==> config.mk <==
export PLATFORM = sky130hd
export DESIGN_NAME = transmitting
export DESIGN_NICKNAME = d
export VERILOG_FILES = /design/src/rtl/transmitting.sv
export SDC_FILE = /design/constraint.sdc
export NUM_CORES = 1
export LEC_CHECK = 0
export BUFFER_PORTS_ARGS = -buffer_cell sky130_fd_sc_hd__buf_4
export CORE_MARGIN = 2
export CORE_UTILIZATION = 50
export CTS_CLUSTER_DIAMETER = 150
export DETAILED_ROUTE_END_ITERATION = 8
export GPL_TIMING_DRIVEN = 0
export PLACE_DENSITY = 0.77
export SLEW_MARGIN = 30
export SYNTH_ARGS = -nofsm -noshare
export SYNTH_HDL_FRONTEND = slang
export SYNTH_SLANG_ARGS = --single-unit
==> constraint.sdc <==
create_clock -name clk -period 2.2 [get_ports clk]
set_input_delay 0.11 -clock clk [delete_from_list [all_inputs] [get_ports clk]]
set_output_delay 0.11 -clock clk [all_outputs]
set_load 0.02 [all_outputs]
==> src/rtl/transmitting.sv <==
// transmitting: serial character transmitter.
// Sends each accepted byte as a 10-bit frame: start bit 0, 8 data bits LSB
// first, stop bit 1. Each bit is held for BIT_TICKS clocks.
// Optional macro TX_BUFFER_EN adds a one-entry holding register so that
// frames can be sent back to back with no idle clock between them.
module transmitting #(
  parameter int BIT_TICKS = 16
) (
  input  logic       clk,
  input  logic       reset,
  input  logic [7:0] data_in,
  input  logic       load,
  output logic       ready,
  output logic       busy,
  output logic       data_out,
  output logic       charSent
);

  localparam int CW = (BIT_TICKS > 1) ? $clog2(BIT_TICKS) : 1;
  localparam logic [CW-1:0] LAST = CW'(BIT_TICKS - 1);
  localparam logic [CW-1:0] PRE  = CW'(BIT_TICKS - 2);

  typedef enum logic [1:0] {IDLE, START, DATA, STOP} state_t;

  state_t          state, state_nxt;
  logic [9:0]      shreg;      // shreg[0] is the line; idles all ones
  logic [CW-1:0]   tick;
  logic [3:0]      bit_idx;    // 0 start, 1..8 data, 9 stop
  logic            busy_q;
  logic            sent_q;
  logic            accept;
  logic            bit_end;
  logic            start_frame;
  logic [7:0]      start_char;

`ifdef TX_BUFFER_EN
  logic [7:0] hold;
  logic       pending;
  assign ready = !pending;
`else
  assign ready = (state == IDLE);
`endif

  assign accept   = load && ready;
  assign bit_end  = (tick == LAST);
  assign data_out = shreg[0];
  assign busy     = busy_q;
  assign charSent = sent_q;

  // Next-state decode; start_frame marks the edge a new frame is latched.
  always_comb begin
    state_nxt   = state;
    start_frame = 1'b0;
    start_char  = data_in;
    case (state)
      IDLE: begin
`ifdef TX_BUFFER_EN
        if (pending) begin
          start_frame = 1'b1;
          start_char  = hold;
          state_nxt   = START;
        end else
`endif
        if (accept) begin
          start_frame = 1'b1;
          state_nxt   = START;
        end
      end
      START: if (bit_end) state_nxt = DATA;
      DATA:  if (bit_end && bit_idx == 4'd8) state_nxt = STOP;
      STOP: begin
        if (bit_end) begin
          state_nxt = IDLE;
`ifdef TX_BUFFER_EN
          // Chain straight into the next start bit when a byte is waiting.
          if (pending) begin
            start_frame = 1'b1;
            start_char  = hold;
            state_nxt   = START;
          end else if (accept) begin
            start_frame = 1'b1;
            state_nxt   = START;
          end
`endif
        end
      end
      default: state_nxt = IDLE;
    endcase
  end

  // State, shift register, counters and registered status outputs.
  always_ff @(posedge clk) begin
    if (reset) begin
      state   <= IDLE;
      shreg   <= '1;
      tick    <= '0;
      bit_idx <= '0;
      busy_q  <= 1'b0;
      sent_q  <= 1'b0;
    end else begin
      state  <= state_nxt;
      // Raised one clock early so the pulse lands on the last stop clock.
      sent_q <= (state == STOP) && (tick == PRE);
      if (start_frame) begin
        shreg   <= {1'b1, start_char, 1'b0};
        tick    <= '0;
        bit_idx <= '0;
        busy_q  <= 1'b1;
      end else if (state != IDLE) begin
        if (bit_end) begin
          tick    <= '0;
          shreg   <= {1'b1, shreg[9:1]};
          bit_idx <= (bit_idx == 4'd9) ? 4'd0 : bit_idx + 4'd1;
          if (state == STOP) busy_q <= 1'b0;
        end else begin
          tick <= tick + 1'b1;
        end
      end
    end
  end

`ifdef TX_BUFFER_EN
  // Holding register: filled by loads that cannot start a frame right away.
  always_ff @(posedge clk) begin
    if (reset) begin
      hold    <= '0;
      pending <= 1'b0;
    end else if (start_frame && pending) begin
      pending <= 1'b0;
    end else if (accept && !start_frame) begin
      hold    <= data_in;
      pending <= 1'b1;
    end
  end
`endif

endmodule

# Word level (Yosys, flattened, before mapping)
# Index checks and enable logic that the tools add are counted.
[word_totals] ff_bits=21 latch_bits=0 mem_bits_rw=0 rom_bits=0 in_bits=11 output_inout_bits=4 wordCells=48 n_memories=0
[op_classes] add_sub_neg=2 multipliers=0 div=0 magnitude_cmp=0 n_eq_ne=11 shift=0 mux=16 n_bitwise=0 n_reduce_logical=13
[ops] cell="9-bit 2-to-1 mux" n=3
[ops] cell="4-bit equality test, second input constant" n=4
[ops] cell="4-bit by 1-bit adder with 4-bit output, second input constant" n=2
[ops] cell="2-bit 2-to-1 mux" n=4
[ops] cell="4-bit 2-to-1 mux" n=2
[ops] cell="2-bit one-hot mux with 4 select lines" n=1
[ops] cell="2-bit nonzero test" n=4
[ops] cell="1-bit 2-to-1 mux" n=6
[ops] cell="2-bit != test, second input constant" n=3
[ops] cell="2-bit equality test, second input constant" n=2
[ops] cell="2-bit AND reduction" n=2
[ops] cell="4-bit AND reduction" n=1
[ops] cell="1-bit logical AND" n=3
[ops] cell="3-bit AND reduction" n=1
[ops] cell="2-bit by 1-bit equality test with 1-bit output, second input constant" n=1
[ops] cell="2-bit logical NOT" n=1
[ops] cell="2-bit by 1-bit != test with 1-bit output, second input constant" n=1
[ops] cell="2-bit OR reduction" n=1

# Longest topological paths before layout
# Gate-level depths: netlist of run 1.
[logic_depth] word_depth=6 depth_mapped=8 ltp_nobuf=6

# Worst setup path before layout of run 1
# OpenSTA, ideal clock, no wires.
[synth_timing] path_type="reg-to-reg" start="register state[0]" end="register shreg[5]" setup_ns=0.125 arrival_time_ns=1.539 t_required_ns=2.075 setup_slack_ns=0.536 path_stages_with_launch=8 path_buffers=2 synth_period_minus_slack_ns=1.664 path_cell_list="dfxtp_1 > inv_1 > ha_1 > and4b_1 > buf_2 > buf_4 > a221oi_1 > nand2_1"
[synth_between] elab_chain_cells=6 elab_cells_between_ends=9 classes_between="mux: 3; reduce/logical: 6"
[synth_rtl] element="start: declaration" line_no="25" text="state_t state, state_nxt;"
[synth_rtl] element="start signal: assignment" line_no="101" text="state <= state_nxt;"
[synth_rtl] element="2-bit logical NOT *" line_no="41" text="assign ready = (state == IDLE);"
[synth_rtl] element="net ready" line_no="13" text="output logic ready,"
[synth_rtl] element="1-bit logical AND" line_no="44" text="assign accept = load && ready;"
[synth_rtl] element="1-bit 2-to-1 mux" line_no="64" text="if (accept) begin"
[synth_rtl] element="1-bit 2-to-1 mux *" line_no="55" text="case (state)"
[synth_rtl] element="2-bit nonzero test (no line)"
[synth_rtl] element="2-bit AND reduction (no line)"
[synth_rtl] element="end signal: assignment" line_no="105" text="shreg <= {1'b1, start_char, 1'b0};"
[synth_rtl] element="end signal: assignment" line_no="112" text="shreg <= {1'b1, shreg[9:1]};"
[synth_rtl] element="end: declaration" line_no="26" text="logic [9:0] shreg;"
# Mark *: on every way through the listed nets, which the timed path passes. The rest lies on a longest branch.
# A chain may end at the register's enable or synchronous reset.

# Worst setup path after layout of run 1
[layout_timing] start="register state[0]" end="register shreg[7]"
[layout_between] elab_chain_cells=6 elab_cells_between_ends=9 classes_between="mux: 3; reduce/logical: 6"
[layout_rtl] element="2-bit logical NOT" line_no="41, 55"
[layout_rtl] element="1-bit logical AND" line_no="44"
[layout_rtl] element="1-bit 2-to-1 mux" line_no="64"
[layout_rtl] element="1-bit 2-to-1 mux" line_no="55"
[layout_rtl] element="2-bit nonzero test (no line)"
[layout_rtl] element="2-bit AND reduction (no line)"
# Several ways; a longest one is shown, not always the timed one.

==> results.md, run 1 <==
* Final worst slack at 0.455 ns
* CP startpoint kind: register
* Synthesized area at 987 um^2
* CTS tree: yes
* Delay-heaviest family, CP: simple AND/OR/NAND/NOR gates
* Placement Cell Area at 0.00113 mm^2
* Distinct cells, synth at 31
* Setup WS pre-CTS at 0.473 ns
* Total negative slack at 0 ns
* Clock root buffer: clkbuf_4
* Post-CTS setup buffers at 0
* Number of top-level pins at 15
* Final HPWL DP at 1.40 mm
* Clock latency on the worst-skew pair at 0.30 ns
* 1st-iter DRT viols at 15
* Total power per unit cell area at 948 mW/mm^2
* Count leader, synth: dfxtp_1
* Vias in the first global route at 809
* CTS Buf Count at 3
* Leakage at 0.490 nW
* Worst Path Max Fanout at 10
* Worst vdd ir at 591 uV
* Number of enable-type register cells in the synthesized netlist at 0
* Die area at 0.00235 mm^2
* WP buf/inv at 3
* Ys async rst share at 0%
* First-pass GRT wire length at 3.31 mm
* Main flop type after synthesis: dfxtp_1
* # diodes at 0
* Sequential share of the synthesized area at 42.6%
* Mapped Cells at 112
* Drt wl/cell at 12.0 um
* FF-to-FF path depth at 8
* Worst Hold End: shreg[4]
* Count of buffers from port buffering at 14
* Avg Cell Area, Syn at 8.81 um^2
* Worst Max-Slew Pin Slew at 0.462 ns
* Yosys top cell by area: dfxtp_1
* Fin crit share at 79.3%
* Most used cell, CP: nand2_1
* Worst r2r src: state[0]
* Resize count post-CTS at 0
* Layout cell share with drive strength beyond 1 at 16.2%
* Core area at 0.00190 mm^2
* Reg-to-Reg End: shreg[7]
* Final instance area at 0.00115 mm^2
* Row count at 16
* Initial core utilization at 51.9%
* #FFs+latches synth at 21
* Status: completed
* Critical setup path kind: reg2reg
* # setup viols final at 0
* Layout Nets at 148
* Drt drc at 0
* Sink Count at 21
* Die Ht at 48.4 um
* Worst-path clk slew at 0.11 ns
* Crit path DAT at 1.99 ns
* H-tree depth at 1
* Critical path's slowest cell: dfxtp_1
* Fin Hold WS at 0.0212 ns
* 1st-pass router iterations at 4
* Syn nets at 129
* Via count at 831
* Warnings, synthesis at 0
* CP max stage delay at 0.39 ns
* Commonest cells in the synthesized netlist: dfxtp_1, nand2_1, nor2_1
* Crit path cell chain: inv_1 -> ha_1 -> buf_2 -> and2_1 -> clkbuf_1 -> nor2_1 -> nand2_1 -> nand2_1
* Final ANT Viol Nets at 0
* DR vias/cell at 5.29
* Hold Crit Class: in2reg
* Critical Path RT at 2.45 ns
* Initial antenna violation count at 0
* Max-Cap Viols at 0
* Hold path depth at 3
* CTS Hold Bufs at 0
* Pwr Total at 0.00109 W
* Fmax at 0.573 GHz
* Share of the synthesized area in the top cell type at 42.6%
* Flop-to-flop setup slack at 0.45 ns
* WL final at 1.88 mm
* Critical hold path startpoint: data_in[3]
* Final Max Tran Viols at 0
* Fin. Hold Viols at 0
* Area growth syn-to-layout at 16.7%
* Maximum clock path buffer count at 2
* Synth top area cells: dfxtp_1, ha_1, nand2_1
* Die W at 48.4 um
* Final min period at 1.75 ns
* Tot GR Track Use at 18.0%
* GPL Wtd Cong at 0.764
* CP Capture Type: register
* Unrepaired setup endpoints after global routing: false
* Pin count of the biggest net entering global routing at 12
* Max-slew headroom at 69.2%
* Clk_skew at 0.00208 ns
* Global route total overflow at 0
[worst max-delay path by stage]
stage	from	end	slack (ns)	cells past startpoint
after floorplan	state[0]	shreg[5]	0.54	7
after global placement	state[0]	busy	0.50	8
after detailed placement	state[0]	shreg[7]	0.47	8
after CTS	state[0]	shreg[7]	0.44	8
after global routing	state[0]	shreg[7]	0.29	8
final	state[0]	shreg[7]	0.45	8
[placed cells by master (no fill, tap or decap), types with 4 or more instances in the layout]
cell,instances
clkbuf_1,4
dfxtp_1,21
ha_1,6
buf_4,15
nor2_1,12
nor3_1,5
nand2_1,16
a221oi_1,5
a21oi_1,6
[state kept, by name, summed over array words and instances, names as in the netlist]
signal / cells
busy: 1
tick: 4
bit_idx: 4
state: 2
shreg: 9
charSent: 1
[tightest hold or removal path: cells and delay by family]
family | cells | cell delay (ns)
buf+inv | 1 | 0.07
compound gates | 1 | 0.06
simple gates | 1 | 0.05
[report_power, final]
part | switching (W) | leakage (nW) | internal (W) | total, W
Sequential | 0.0000475 | 0.172 | 0.000452 | 0.000499
Clock | 0.000114 | 0.0150 | 0.0000706 | 0.000185
Combinational | 0.000236 | 0.302 | 0.000172 | 0.000408
[layer usage]
metal	GRT usage, %	part of all wire (%)	vias up
met2	34.3	49	14
li1	-	-	429
met1	19.1	48	386
met5	0	0	-
met3	3.70	2.9	2
met4	7.14	0.74	0
[cell type report]
type                    instances  area (um^2)
plain buffers                   6         28.8
well taps                      27         33.8
fillers                       167          749
flip-flops and latches         21          420
multi-input cells              82          527
clock buffers                   4         26.3
repair buffers                 14          105
inverters                       3         11.3
[cell families after synthesis]
family / count (synthesis) / share of synthesized area (%)
muxes: 3 / 3.04
adders and majority gates: 6 / 7.60
AOI/OAI and AO/OA: 19 / 13.7
DFF: 21 / 42.6
and+or+nand+nor: 49 / 24.6
xor gates and xnor gates: 5 / 4.44
buffers and inverters: 9 / 4.06
[through the flow]
step | utilization, % | cells
after floorplan | - | 112
after global placement | 59.2 | 153
after detailed placement | 59.2 | 153
after CTS | 60.6 | 157
after global routing | 60.6 | 157
final | 60.6 | 157
(Power assumes the default switching activity.)
==> inputs of run 2 (changes only) <==
--- a/config.mk
+++ b/config.mk
@@ -5,13 +5,14 @@
 export SDC_FILE = /design/constraint.sdc
 export NUM_CORES = 1
 export LEC_CHECK = 0
+export ABC_AREA = 1
 export BUFFER_PORTS_ARGS = -buffer_cell sky130_fd_sc_hd__buf_4
 export CORE_MARGIN = 2
 export CORE_UTILIZATION = 50
 export CTS_CLUSTER_DIAMETER = 150
 export DETAILED_ROUTE_END_ITERATION = 8
 export GPL_TIMING_DRIVEN = 0
-export PLACE_DENSITY = 0.77
+export PLACE_DENSITY = 0.76
 export SLEW_MARGIN = 30
 export SYNTH_ARGS = -nofsm -noshare
 export SYNTH_HDL_FRONTEND = slang
==> constraint.sdc (replaced) <==
create_clock -name clk -period 1.7 [get_ports clk]
set_input_delay 0.085 -clock clk [delete_from_list [all_inputs] [get_ports clk]]
set_output_delay 0.085 -clock clk [all_outputs]
set_load 0.02 [all_outputs]
==> run 2 against run 1 <==
Area after synthesis increased by 6.7%. Final area increased by 8.7%. Setup slack worse by 0.27 ns. Clock-buffer cell count did not move. Largest cell class unchanged.
==> results.md, run 2 <==
* Maximum clock path buffer count at 2 (unchanged)
* Fin. Hold Viols at 0 (unchanged)
* Yosys top cell by area: dfxtp_1 (unchanged)
* Drt wl/cell at 10.1 um (was 12.0 um)
* Clock root buffer: clkbuf_4 (unchanged)
* Hold path depth at 3 (unchanged)
* Warnings, synthesis at 0 (unchanged)
* Clk_skew at 0.000606 ns (was 0.00208 ns)
* Commonest non-fill, non-tap cell in the layout: nand2_1 (was dfxtp_1)
* Distinct cells, synth at 24 (was 31)
* Max reg flops at 9 (unchanged)
* Die Ht at 49.9 um (was 48.4 um)
* Unrepaired setup endpoints after global routing: false (unchanged)
* Synth top area cells: dfxtp_1, nand2_1, ha_1 (was dfxtp_1, ha_1, nand2_1)
* H-tree depth at 1 (unchanged)
* # setup viols final at 0 (unchanged)
* CP startpoint kind: register (unchanged)
* Most flops, register: shreg (unchanged)
* Pin count of the biggest net entering global routing at 12 (unchanged)
* Reg-to-Reg End: shreg[8] (was shreg[7])
* Final ANT Viol Nets at 0 (unchanged)
* Die area at 0.00249 mm^2 (was 0.00235 mm^2)
* Fmax at 0.659 GHz (was 0.573 GHz)
* Worst r2r src: state[1] (was state[0])
* Main flop type after synthesis: dfxtp_1 (unchanged)
* Number of enable-type register cells in the synthesized netlist at 0 (unchanged)
* Critical Path RT at 1.89 ns (was 2.45 ns)
* #FFs+latches synth at 21 (unchanged)
* Sequential share of the synthesized area at 39.9% (was 42.6%)
* Hold Crit Class: in2reg (unchanged)
* CTS Buf Count at 3 (unchanged)
* Flop-to-flop setup slack at 0.18 ns (was 0.45 ns)
* Synthesized area at 0.00105 mm^2 (was 987 um^2)
* Count leader, synth: nand2_1 (was dfxtp_1)
* WP buf/inv at 4 (was 3)
* Post-CTS setup buffers at 0 (unchanged)
* Placement Cell Area at 0.00119 mm^2 (was 0.00113 mm^2)
* First-pass GRT wire length at 3.64 mm (was 3.31 mm)
* Met1 Track Usage GR at 26.0% (was 19.1%)
* FF-to-FF path depth at 8 (unchanged)
* Leakage at 0.572 nW (was 0.490 nW)
* WL final at 1.93 mm (was 1.88 mm)
* Critical path's slowest cell: dfxtp_1 (unchanged)
* Status: completed (unchanged)
* Commonest cells in the synthesized netlist: nand2_1, dfxtp_1, inv_1 (was dfxtp_1, nand2_1, nor2_1)
* Max-slew headroom at 68.3% (was 69.2%)
* Mapped Cells at 143 (was 112)
* Most used routing layer: met2 (unchanged)
* DR vias/cell at 4.91 (was 5.29)
* Row count at 16 (unchanged)
* Die W at 49.9 um (was 48.4 um)
* Worst Hold End: shreg[1] (was shreg[4])
* Final HPWL DP at 1.46 mm (was 1.40 mm)
* Via count at 938 (was 831)
* Initial antenna violation count at 0 (unchanged)
* Most frequent cells in the layout: nand2_1, dfxtp_1, inv_1 (was dfxtp_1, nand2_1, buf_4)
* Initial core utilization at 53.2% (was 51.9%)
* Syn nets at 160 (was 129)
* Drt drc at 0 (unchanged)
* Worst vdd ir at 1090 uV (was 591 uV)
* Count of buffers from port buffering at 14 (unchanged)
* Delay-heaviest family, CP: buffers and inverters (was simple AND/OR/NAND/NOR gates)
* Final min period at 1.52 ns (was 1.75 ns)
* 1st-iter DRT viols at 13 (was 15)
* CP Capture Type: register (unchanged)
* Share of the synthesized area in the top cell type at 39.9% (was 42.6%)
* Tot GR Track Use at 19.1% (was 18.0%)
* Number of top-level pins at 15 (unchanged)
* Met2 usage at 28.7% (was 34.3%)
* Crit path cell chain: inv_1 -> ha_1 -> buf_4 -> nand2_2 -> inv_2 -> buf_6 -> nor2_4 -> o21ai_0 (was inv_1 -> ha_1 -> buf_2 -> and2_1 -> clkbuf_1 -> nor2_1 -> nand2_1 -> nand2_1)
* 1st-pass router iterations at 4 (unchanged)
* Avg Cell Area, Syn at 7.37 um^2 (was 8.81 um^2)
* Core area at 0.00198 mm^2 (was 0.00190 mm^2)
* Top Registers: shreg: 9 flops, bit_idx: 4 flops, tick: 4 flops (unchanged)
* CP max stage delay at 0.39 ns (about the same)
* GPL Wtd Cong at 0.774 (was 0.764)
* Total power per unit cell area at 1180 mW/mm^2 (was 948 mW/mm^2)
* # diodes at 0 (unchanged)
* Max-Cap Viols at 0 (unchanged)
* Critical setup path kind: reg2reg (unchanged)
* CTS tree: yes (unchanged)
* Area growth syn-to-layout at 18.9% (was 16.7%)
* Layout Nets at 182 (was 148)
* M3 GR Usage at 2.73% (was 3.70%)
* Vias in the first global route at 862 (was 809)
* Worst Max-Slew Pin Slew at 0.475 ns (was 0.462 ns)
* Sink Count at 21 (unchanged)
* Critical hold path startpoint: data_in[0] (was data_in[3])
* Global route total overflow at 0 (unchanged)
* Worst-path clk slew at 0.11 ns (about the same)
* Crit path DAT at 1.71 ns (was 1.99 ns)
* Pwr Total at 0.00147 W (was 0.00109 W)
* Total negative slack at 0 ns (unchanged)
* Final instance area at 0.00125 mm^2 (was 0.00115 mm^2)
* Final Max Tran Viols at 0 (unchanged)
* Clock latency on the worst-skew pair at 0.30 ns (about the same)
* Worst Path Max Fanout at 10 (unchanged)
* Ys async rst share at 0% (unchanged)
* Fin crit share at 89.3% (was 79.3%)
* Layout cell share with drive strength beyond 1 at 18.9% (was 16.2%)
run 2: metal layers:
metal  part of all wire [%]  vias up
met5                      0        -
met4                    2.3        0
met3                    2.8        5
met2                     46       16
met1                     48      422
li1                       -      495
run 2: tightest hold or removal path, cell delays in order:
cell     delay [ns]
buf_4          0.07
nand2_1        0.04
nand4_1        0.08
run 2: how the worst max path moves through the flow:
stage,startpoint,to,cells past startpoint
4_1_cts,state[0],shreg[8],8
6_report,state[1],shreg[8],8
2_1_floorplan,state[0],shreg[8],8
5_1_grt,state[1],shreg[8],8
3_5_place_dp,state[0],shreg[8],8
3_3_place_gp,state[0],shreg[8],8
run 2: logic make-up after synthesis:
logic type / Yosys count / synth area share, %
AND/OR/NAND/NOR: 76 / 33.6
AO/OA/AOI/OAI: 15 / 7.72
buffers and inverters: 23 / 9.98
adder cells (fa/ha/maj): 6 / 7.13
flip-flops: 21 / 39.9
XOR/XNOR: 2 / 1.66
run 2: area by class of cell:
type	count	area [um^2]
plain buffers	4	33.8
clock buffers	4	26.3
fillers	187	729
inverters	19	71.3
multi-input cells	99	531
flip-flops and latches	21	422
well taps	27	33.8
repair buffers	17	135
run 2: stage by stage:
stage	util, %	setup WS [ns]	std cells	hold slack (ns)
floorplan	-	0.163	143	0.154
global placement	60.2	0.155	184	0.292
detailed placement	60.2	0.0691	184	0.296
CTS	63.0	0.0487	191	0.0000872
global route	63.2	0.0323	191	0.00216
finish	63.2	0.182	191	0.000326
run 2: repair_timing:
| item | 4_1_cts | 5_1_grt |
|---|---|---|
| endpoints found under the hold margin | 3 | 0 |
| resized for setup | 0 | 2 |
| endpoints found under the setup margin | 0 | 11 |
| hold buffers | 3 | 0 |
run 2: power by group:
| group | switching (W) | leakage [nW] | internal (W) |
|---|---|---|---|
| sequential | 0.0000607 | 0.173 | 0.000594 |
| clock | 0.000146 | 0.0150 | 0.0000915 |
| combinational | 0.000343 | 0.384 | 0.000237 |
